<file path="src/rtl/fmap_writer_pkg.sv">
// Shared defaults, word geometry and FSM state type for the feature-map writer.
// Build option: FMAP_WRITER_ZERO_PAD_EN selects zero padding of a short final word.
package fmap_pkg;

   localparam int WIDTH_DEF      = 57;
   localparam int HEIGHT_DEF     = 8;
   localparam int WIDTH_B_DEF    = 6;
   localparam int HEIGHT_B_DEF   = 3;
   localparam int BYTES_PER_WORD = 9;
   localparam int WORD_W         = 72;

   typedef enum logic {
      FILL  = 1'b0,
      WRITE = 1'b1
   } state_t;

endpackage

</file>
<file path="src/rtl/fmap_writer_byte_packer.sv">
// Collects accepted bytes into a 9-slot word; slots past the current count read as zero.
// FMAP_WRITER_ZERO_PAD_EN: in_last on a short word completes it (zero padded) instead of dropping it.
module byte_packer
   import fmap_pkg::*;
(
   input  logic              clk,
   input  logic              reset,
   input  logic              i_accept,
   input  logic [7:0]        i_byte,
   input  logic              i_last,
   output logic              o_word_full,
   output logic              o_drop,
   output logic [WORD_W-1:0] o_word
);

   logic [7:0] r_slot [BYTES_PER_WORD];
   logic [3:0] r_byte_cnt;
   logic       w_last_slot;
   logic       w_pad;

   assign w_last_slot = (r_byte_cnt == 4'(BYTES_PER_WORD - 1));

`ifdef FMAP_WRITER_ZERO_PAD_EN
   assign w_pad  = i_last;
   assign o_drop = 1'b0;
`else
   assign w_pad  = 1'b0;
   assign o_drop = i_accept & i_last & ~w_last_slot;
`endif

   assign o_word_full = i_accept & (w_last_slot | w_pad);

   // The incoming byte is merged in directly so the word is complete on the accepting edge.
   genvar gi;
   generate
      for (gi = 0; gi < BYTES_PER_WORD; gi++) begin : g_slot
         assign o_word[WORD_W-1-8*gi -: 8] =
            (4'(gi) < r_byte_cnt)  ? r_slot[gi] :
            (4'(gi) == r_byte_cnt) ? i_byte     : 8'h00;
      end
   endgenerate

   always_ff @(posedge clk) begin
      if (reset) begin
         r_byte_cnt <= '0;
      end else if (o_word_full | o_drop) begin
         r_byte_cnt <= '0;
      end else if (i_accept) begin
         r_slot[r_byte_cnt] <= i_byte;
         r_byte_cnt         <= r_byte_cnt + 4'd1;
      end
   end

endmodule

</file>
<file path="src/rtl/fmap_writer.sv">
// Packs a byte stream into 72-bit words and writes them in raster order to the feature-map memory.
// FMAP_WRITER_ZERO_PAD_EN (in byte_packer) chooses padding versus dropping of a short final word.
module fmap_writer
   import fmap_pkg::*;
#(
   parameter int WIDTH    = WIDTH_DEF,
   parameter int HEIGHT   = HEIGHT_DEF,
   parameter int WIDTH_B  = WIDTH_B_DEF,
   parameter int HEIGHT_B = HEIGHT_B_DEF
) (
   input  logic                clk,
   input  logic                reset,
   input  logic                en,
   input  logic                in_valid,
   input  logic [7:0]          in_data,
   input  logic                in_last,
   output logic                in_ready,
   output logic                write_en,
   output logic [WIDTH_B-1:0]  write_w,
   output logic [HEIGHT_B-1:0] write_h,
   output logic [WORD_W-1:0]   write,
   output logic                frame_done,
   output logic                drop_err
);

   state_t              r_state;
   logic [WIDTH_B-1:0]  r_w_ptr;
   logic [HEIGHT_B-1:0] r_h_ptr;
   logic                r_write_en;
   logic [WIDTH_B-1:0]  r_write_w;
   logic [HEIGHT_B-1:0] r_write_h;
   logic [WORD_W-1:0]   r_write;
   logic                r_frame_done;
   logic                r_drop_err;

   logic                w_accept;
   logic                w_word_full;
   logic                w_drop;
   logic                w_last_col;
   logic                w_frame_end;
   logic [WORD_W-1:0]   w_word;

   assign in_ready    = en & ~reset & (r_state == FILL);
   assign w_accept    = in_valid & in_ready;
   assign w_last_col  = (r_w_ptr == WIDTH_B'(WIDTH - 1));
   assign w_frame_end = in_last | (w_last_col & (r_h_ptr == HEIGHT_B'(HEIGHT - 1)));

   byte_packer u_packer (
      .clk         (clk),
      .reset       (reset),
      .i_accept    (w_accept),
      .i_byte      (in_data),
      .i_last      (in_last),
      .o_word_full (w_word_full),
      .o_drop      (w_drop),
      .o_word      (w_word)
   );

   // A drop also takes the one-cycle WRITE bubble so no pulse output can repeat back to back.
   always_ff @(posedge clk) begin
      if (reset) begin
         r_state      <= FILL;
         r_w_ptr      <= '0;
         r_h_ptr      <= '0;
         r_write_en   <= 1'b0;
         r_write_w    <= '0;
         r_write_h    <= '0;
         r_write      <= '0;
         r_frame_done <= 1'b0;
         r_drop_err   <= 1'b0;
      end else begin
         r_write_en   <= 1'b0;
         r_frame_done <= 1'b0;
         r_drop_err   <= 1'b0;
         case (r_state)
            FILL: begin
               if (w_word_full) begin
                  r_write      <= w_word;
                  r_write_w    <= r_w_ptr;
                  r_write_h    <= r_h_ptr;
                  r_write_en   <= 1'b1;
                  r_frame_done <= w_frame_end;
                  r_state      <= WRITE;
                  if (w_frame_end) begin
                     r_w_ptr <= '0;
                     r_h_ptr <= '0;
                  end else if (w_last_col) begin
                     r_w_ptr <= '0;
                     r_h_ptr <= r_h_ptr + HEIGHT_B'(1);
                  end else begin
                     r_w_ptr <= r_w_ptr + WIDTH_B'(1);
                  end
               end else if (w_drop) begin
                  r_drop_err   <= 1'b1;
                  r_frame_done <= 1'b1;
                  r_w_ptr      <= '0;
                  r_h_ptr      <= '0;
                  r_state      <= WRITE;
               end
            end
            default: r_state <= FILL;
         endcase
      end
   end

   assign write_en   = r_write_en;
   assign write_w    = r_write_w;
   assign write_h    = r_write_h;
   assign write      = r_write;
   assign frame_done = r_frame_done;
   assign drop_err   = r_drop_err;

endmodule

</file>
<file path="config.mk">
export PLATFORM = sky130hd
export DESIGN_NAME = fmap_writer
export DESIGN_NICKNAME = d
export VERILOG_FILES = /design/src/rtl/fmap_writer_pkg.sv /design/src/rtl/fmap_writer_byte_packer.sv /design/src/rtl/fmap_writer.sv
export SDC_FILE = /design/constraint.sdc
export NUM_CORES = 1
export LEC_CHECK = 0
export ABC_AREA = 1
export CAP_MARGIN = 20
export CORE_ASPECT_RATIO = 1.75
export CORE_MARGIN = 2
export CORE_UTILIZATION = 50
export DETAILED_ROUTE_END_ITERATION = 10
export PLACE_DENSITY_LB_ADDON = 0.25
export SKIP_LAST_GASP = 1
export SLEW_MARGIN = 25
export SYNTH_ARGS = -nofsm -noshare
export SYNTH_HDL_FRONTEND = slang
export SYNTH_SLANG_ARGS = --single-unit
</file>
<file path="constraint.sdc">
create_clock -name clk -period 5.9 [get_ports clk]
set_input_delay 1.18 -clock clk [delete_from_list [all_inputs] [get_ports clk]]
set_output_delay 1.18 -clock clk [all_outputs]
set_load 0.03 [all_outputs]
</file>
==> flow_metrics.env <==
export IMPL_synth_top_area_cell="edfxtp_1"
export IMPL_cp_max_fo=5
export IMPL_synth_seq_cells=170
export IMPL_worstSetupEndpointType="output pin"
export IMPL_dp_cells=784
export IMPL_worstHoldPathType="reg -> reg"
export IMPL_leakage_nw=2.920
export IMPL_path_class="in -> out"
export IMPL_ys_seq_area_share_pct=69.04
export IMPL_pwr_share_comb_pct=2.1
export IMPL_r2r_cells=7
export IMPL_fp_dieH_um=148.6
export IMPL_final_cells=816
export IMPL_placed_area_um2=7053
export IMPL_grt_use_met1_pct=26.42
export IMPL_p_sw_uw=490.1
export IMPL_wl_per_cell_um=16.94
export IMPL_cp_data_arrival_time_ns=2.59
export IMPL_pwr_share_seq_pct=54.4
export IMPL_use_met3_pct=4.828
export IMPL_syn_to_final_growth_pct=27.21
export IMPL_grt_overflow=0
export IMPL_vias=4355
export IMPL_crit_path_frequent_cell="clkdlybuf4s50_1"
export IMPL_hold_viol=0
export IMPL_pin_count=98
export IMPL_grt_usage_pct=22.54
export IMPL_setup_viol=0
export IMPL_reg2reg_from="u_packer.r_byte_cnt[0]"
export IMPL_relSlewSlack_pct=43.04
export IMPL_dp_hpwl_mm=8.814
export IMPL_hold_buffers=0
export IMPL_power_density_nw_per_um2=299.3
export IMPL_slowest_delay_ns=0.67
export IMPL_p_total_mw=2.274
export IMPL_status="completed"
export IMPL_std_cell_rows=52
export IMPL_worst_setup_path_start_kind="input pin"
export IMPL_syn_avg_cell_area_um2=10.55
export IMPL_clk_latency_ns=0.42
export IMPL_antenna_cells=0
export IMPL_maxCapViolCount=0
export IMPL_port_buffers=97
export IMPL_avgViaCountPerCell=5.337
export IMPL_finClkSkew_ns=0.008390
export IMPL_swShare_pct=21.55
export IMPL_crit_path_cell_trace="clkdlybuf4s50_1 -> inv_2 -> nand2_1 -> nor2_1 -> clkdlybuf4s50_1"
export IMPL_grt_start_max_net_pins=99
export IMPL_die_x_um=86.62
export IMPL_power_share_clock_pct=43.5
export IMPL_postCtsSetupBuffers=0
export IMPL_synth_area_leaders="edfxtp_1 36%, dfxtp_1 33%, nor2_1 9.7%"
export IMPL_antenna_found_initial=0
export IMPL_drt_pre_antenna_iters=6
export IMPL_fill_cells=935
export IMPL_hp_start="u_packer.r_slot[6][7]"
export IMPL_cts_buffers_inserted=17
export IMPL_slew_violations=0
export IMPL_dr_first_iter_drc_count=227
export IMPL_grt_pass1_vias=4344
export IMPL_grt_util_met2_pct=39.73
export IMPL_setup_tns_ns=0
export IMPL_die_area_um2=12870
export IMPL_vdd_drop_max_v=0.0002670
export IMPL_reg2reg_to="u_packer.r_slot[5][7]"
export IMPL_path_clk_slew_ns=0.06
export IMPL_drive_gt1_share_pct=7.048
export IMPL_nets=689
export IMPL_fp_coreArea_um2=11580
export IMPL_synth_cell_types=28
export IMPL_cts_sinks=170
export IMPL_syn_area_um2=5973
export IMPL_crit_slowest_cell="clkdlybuf4s50_1"
export IMPL_post_route_period_util_pct=63.84
export IMPL_ys_warnings_count=0
export IMPL_initial_core_util_pct=51.58
export IMPL_rsz0062_at_grt="false"
export IMPL_holdPathStages=2
export IMPL_cts_tree="yes"
export IMPL_period_needed_ns=3.767
export IMPL_final_area_um2=7599
export IMPL_p_int_mw=1.784
export IMPL_worst_slack_ns=2.133
export IMPL_netlist_area_leader_share_pct=36.20
export IMPL_required_ns=4.72
export IMPL_r2r_setup_slack_ns=3.37
export IMPL_top_usage_layer="met2"
export IMPL_ant_nets=0
export IMPL_routed_wl_mm=13.82
export IMPL_drcViolationCount=0
export IMPL_clock_path_buffers=2
export IMPL_tightest_slew_ns=0.8543
export IMPL_cts_resized=0
export IMPL_place_gp_congestion=0.8079
export IMPL_grt_pass1_wl_mm=22.12
export IMPL_cts_root_buf="clkbuf_16"
export IMPL_min_to="write[23]"
export IMPL_dp_slack_ns=2.038
export IMPL_syn_inst=566
export IMPL_fmax_ghz=0.2655
export IMPL_htreeDepth=4
[flip-flops by register name (all words and copies together), names as in the netlist]
register	cells
write_w	6
write_en	1
u_packer.r_byte_cnt	4
write	72
write_h	3
frame_done	1
drop_err	1
r_w_ptr	6
r_state	1
u_packer.r_slot	72
r_h_ptr	3
[kinds of logic after synthesis]
group | count (synthesis) | synth area share [%]
and+or+nand+nor | 225 | 15.71
DFF | 170 | 69.04
AOI/OAI and AO/OA | 108 | 9.217
buffers and inverters | 50 | 3.707
adders and majority gates | 8 | 1.676
xor gates and xnor gates | 4 | 0.5864
other | 1 | 0.06278
[critical path: cells and delay by family]
family | cells | cell delay, ns
buf+inv | 3 | 1.29
simple gates | 2 | 0.13
[per-layer routing]
metal  share of wire, %  vias to the layer above  wire (µm)
met5                  0                        -          0
met4                1.2                        0        162
met3                4.8                       13        664
met2                 55                      145       7608
met1                 39                     2105       5385
li1                   -                     2092          -
[cells in the mapped netlist]
| cell type | n |
|---|---|
| nor2_1 | 154 |
| dfxtp_1 | 98 |
| o21ai_0 | 86 |
| edfxtp_1 | 72 |
| nand2_1 | 36 |
| inv_1 | 20 |
| nand3_1 | 16 |
| a21oi_1 | 14 |
| clkbuf_1 | 13 |
| a31oi_1 | 8 |
| buf_2 | 8 |
| ha_1 | 8 |
| nor3_1 | 8 |
| xor2_1 | 4 |
| nor2_2 | 3 |
| buf_1 | 2 |
| buf_4 | 2 |
| buf_6 | 2 |
| nand3b_1 | 2 |
| nand4_1 | 2 |
| clkbuf_2 | 1 |
| clkinv_1 | 1 |
| conb_1 | 1 |
| inv_2 | 1 |
| nand2_4 | 1 |
| nand3_2 | 1 |
| nand3_4 | 1 |
| nor2_8 | 1 |
[final cells by class]
cell class              instances  area [µm²]  area share, %
clock inverters                15       100.1          1.317
clock buffers                  17       425.4          5.599
well taps                     135       168.9          2.223
multi-input cells             353        1674          22.03
inverters                      22       82.58          1.087
repair buffers                104        1023          13.47
flip-flops and latches        170        4124          54.27
[metrics by stage]
step | hold WS (ns) | util, %
floorplan | 0.4471 | -
finish | 0.4698 | 65.61
CTS | 0.4746 | 65.44
detailed placement | 0.4581 | 60.90
global placement | 0.4541 | 60.90
global route | 0.4887 | 65.61
[worst max path at each step]
stage / startpoint / endpoint / cells past startpoint
2_1_floorplan: reset / in_ready / 4
3_3_place_gp: reset / in_ready / 5
3_5_place_dp: reset / u_packer.r_slot[5][6] / 7
4_1_cts: reset / in_ready / 5
5_1_grt: reset / in_ready / 5
6_report: reset / in_ready / 5
[power by group through the flow]
stage / logic, mW / registers, mW / clock network [mW]
floorplan: 0.0194 / 1.26 / 0
global placement: 0.0465 / 1.26 / 0
detailed placement: 0.0474 / 1.26 / 0
CTS: 0.0475 / 1.24 / 1.00
global route: 0.0524 / 1.24 / 1.05
finish: 0.0480 / 1.24 / 0.990
[cells in the final DEF (no fill, tap or decap)]
cell,count
nand3_1,16
xor2_1,4
clkbuf_16,17
nand3_4,1
nor2_8,1
nand2_1,36
edfxtp_1,72
clkinv_1,4
nor2_2,3
nand3b_1,2
inv_1,20
nor3_1,4
nor3_2,4
nor2_1,154
inv_8,1
inv_4,1
o21ai_0,86
dfxtp_1,98
ha_1,8
conb_1,8
clkinvlp_4,3
inv_2,2
inv_6,2
buf_4,7
nand2_4,1
nand4_1,2
a21oi_1,14
clkinv_4,2
clkinv_2,2
nand3_2,1
a31oi_1,8
clkdlybuf4s50_1,97
No activity file was read; power rests on OpenSTA's default activity.
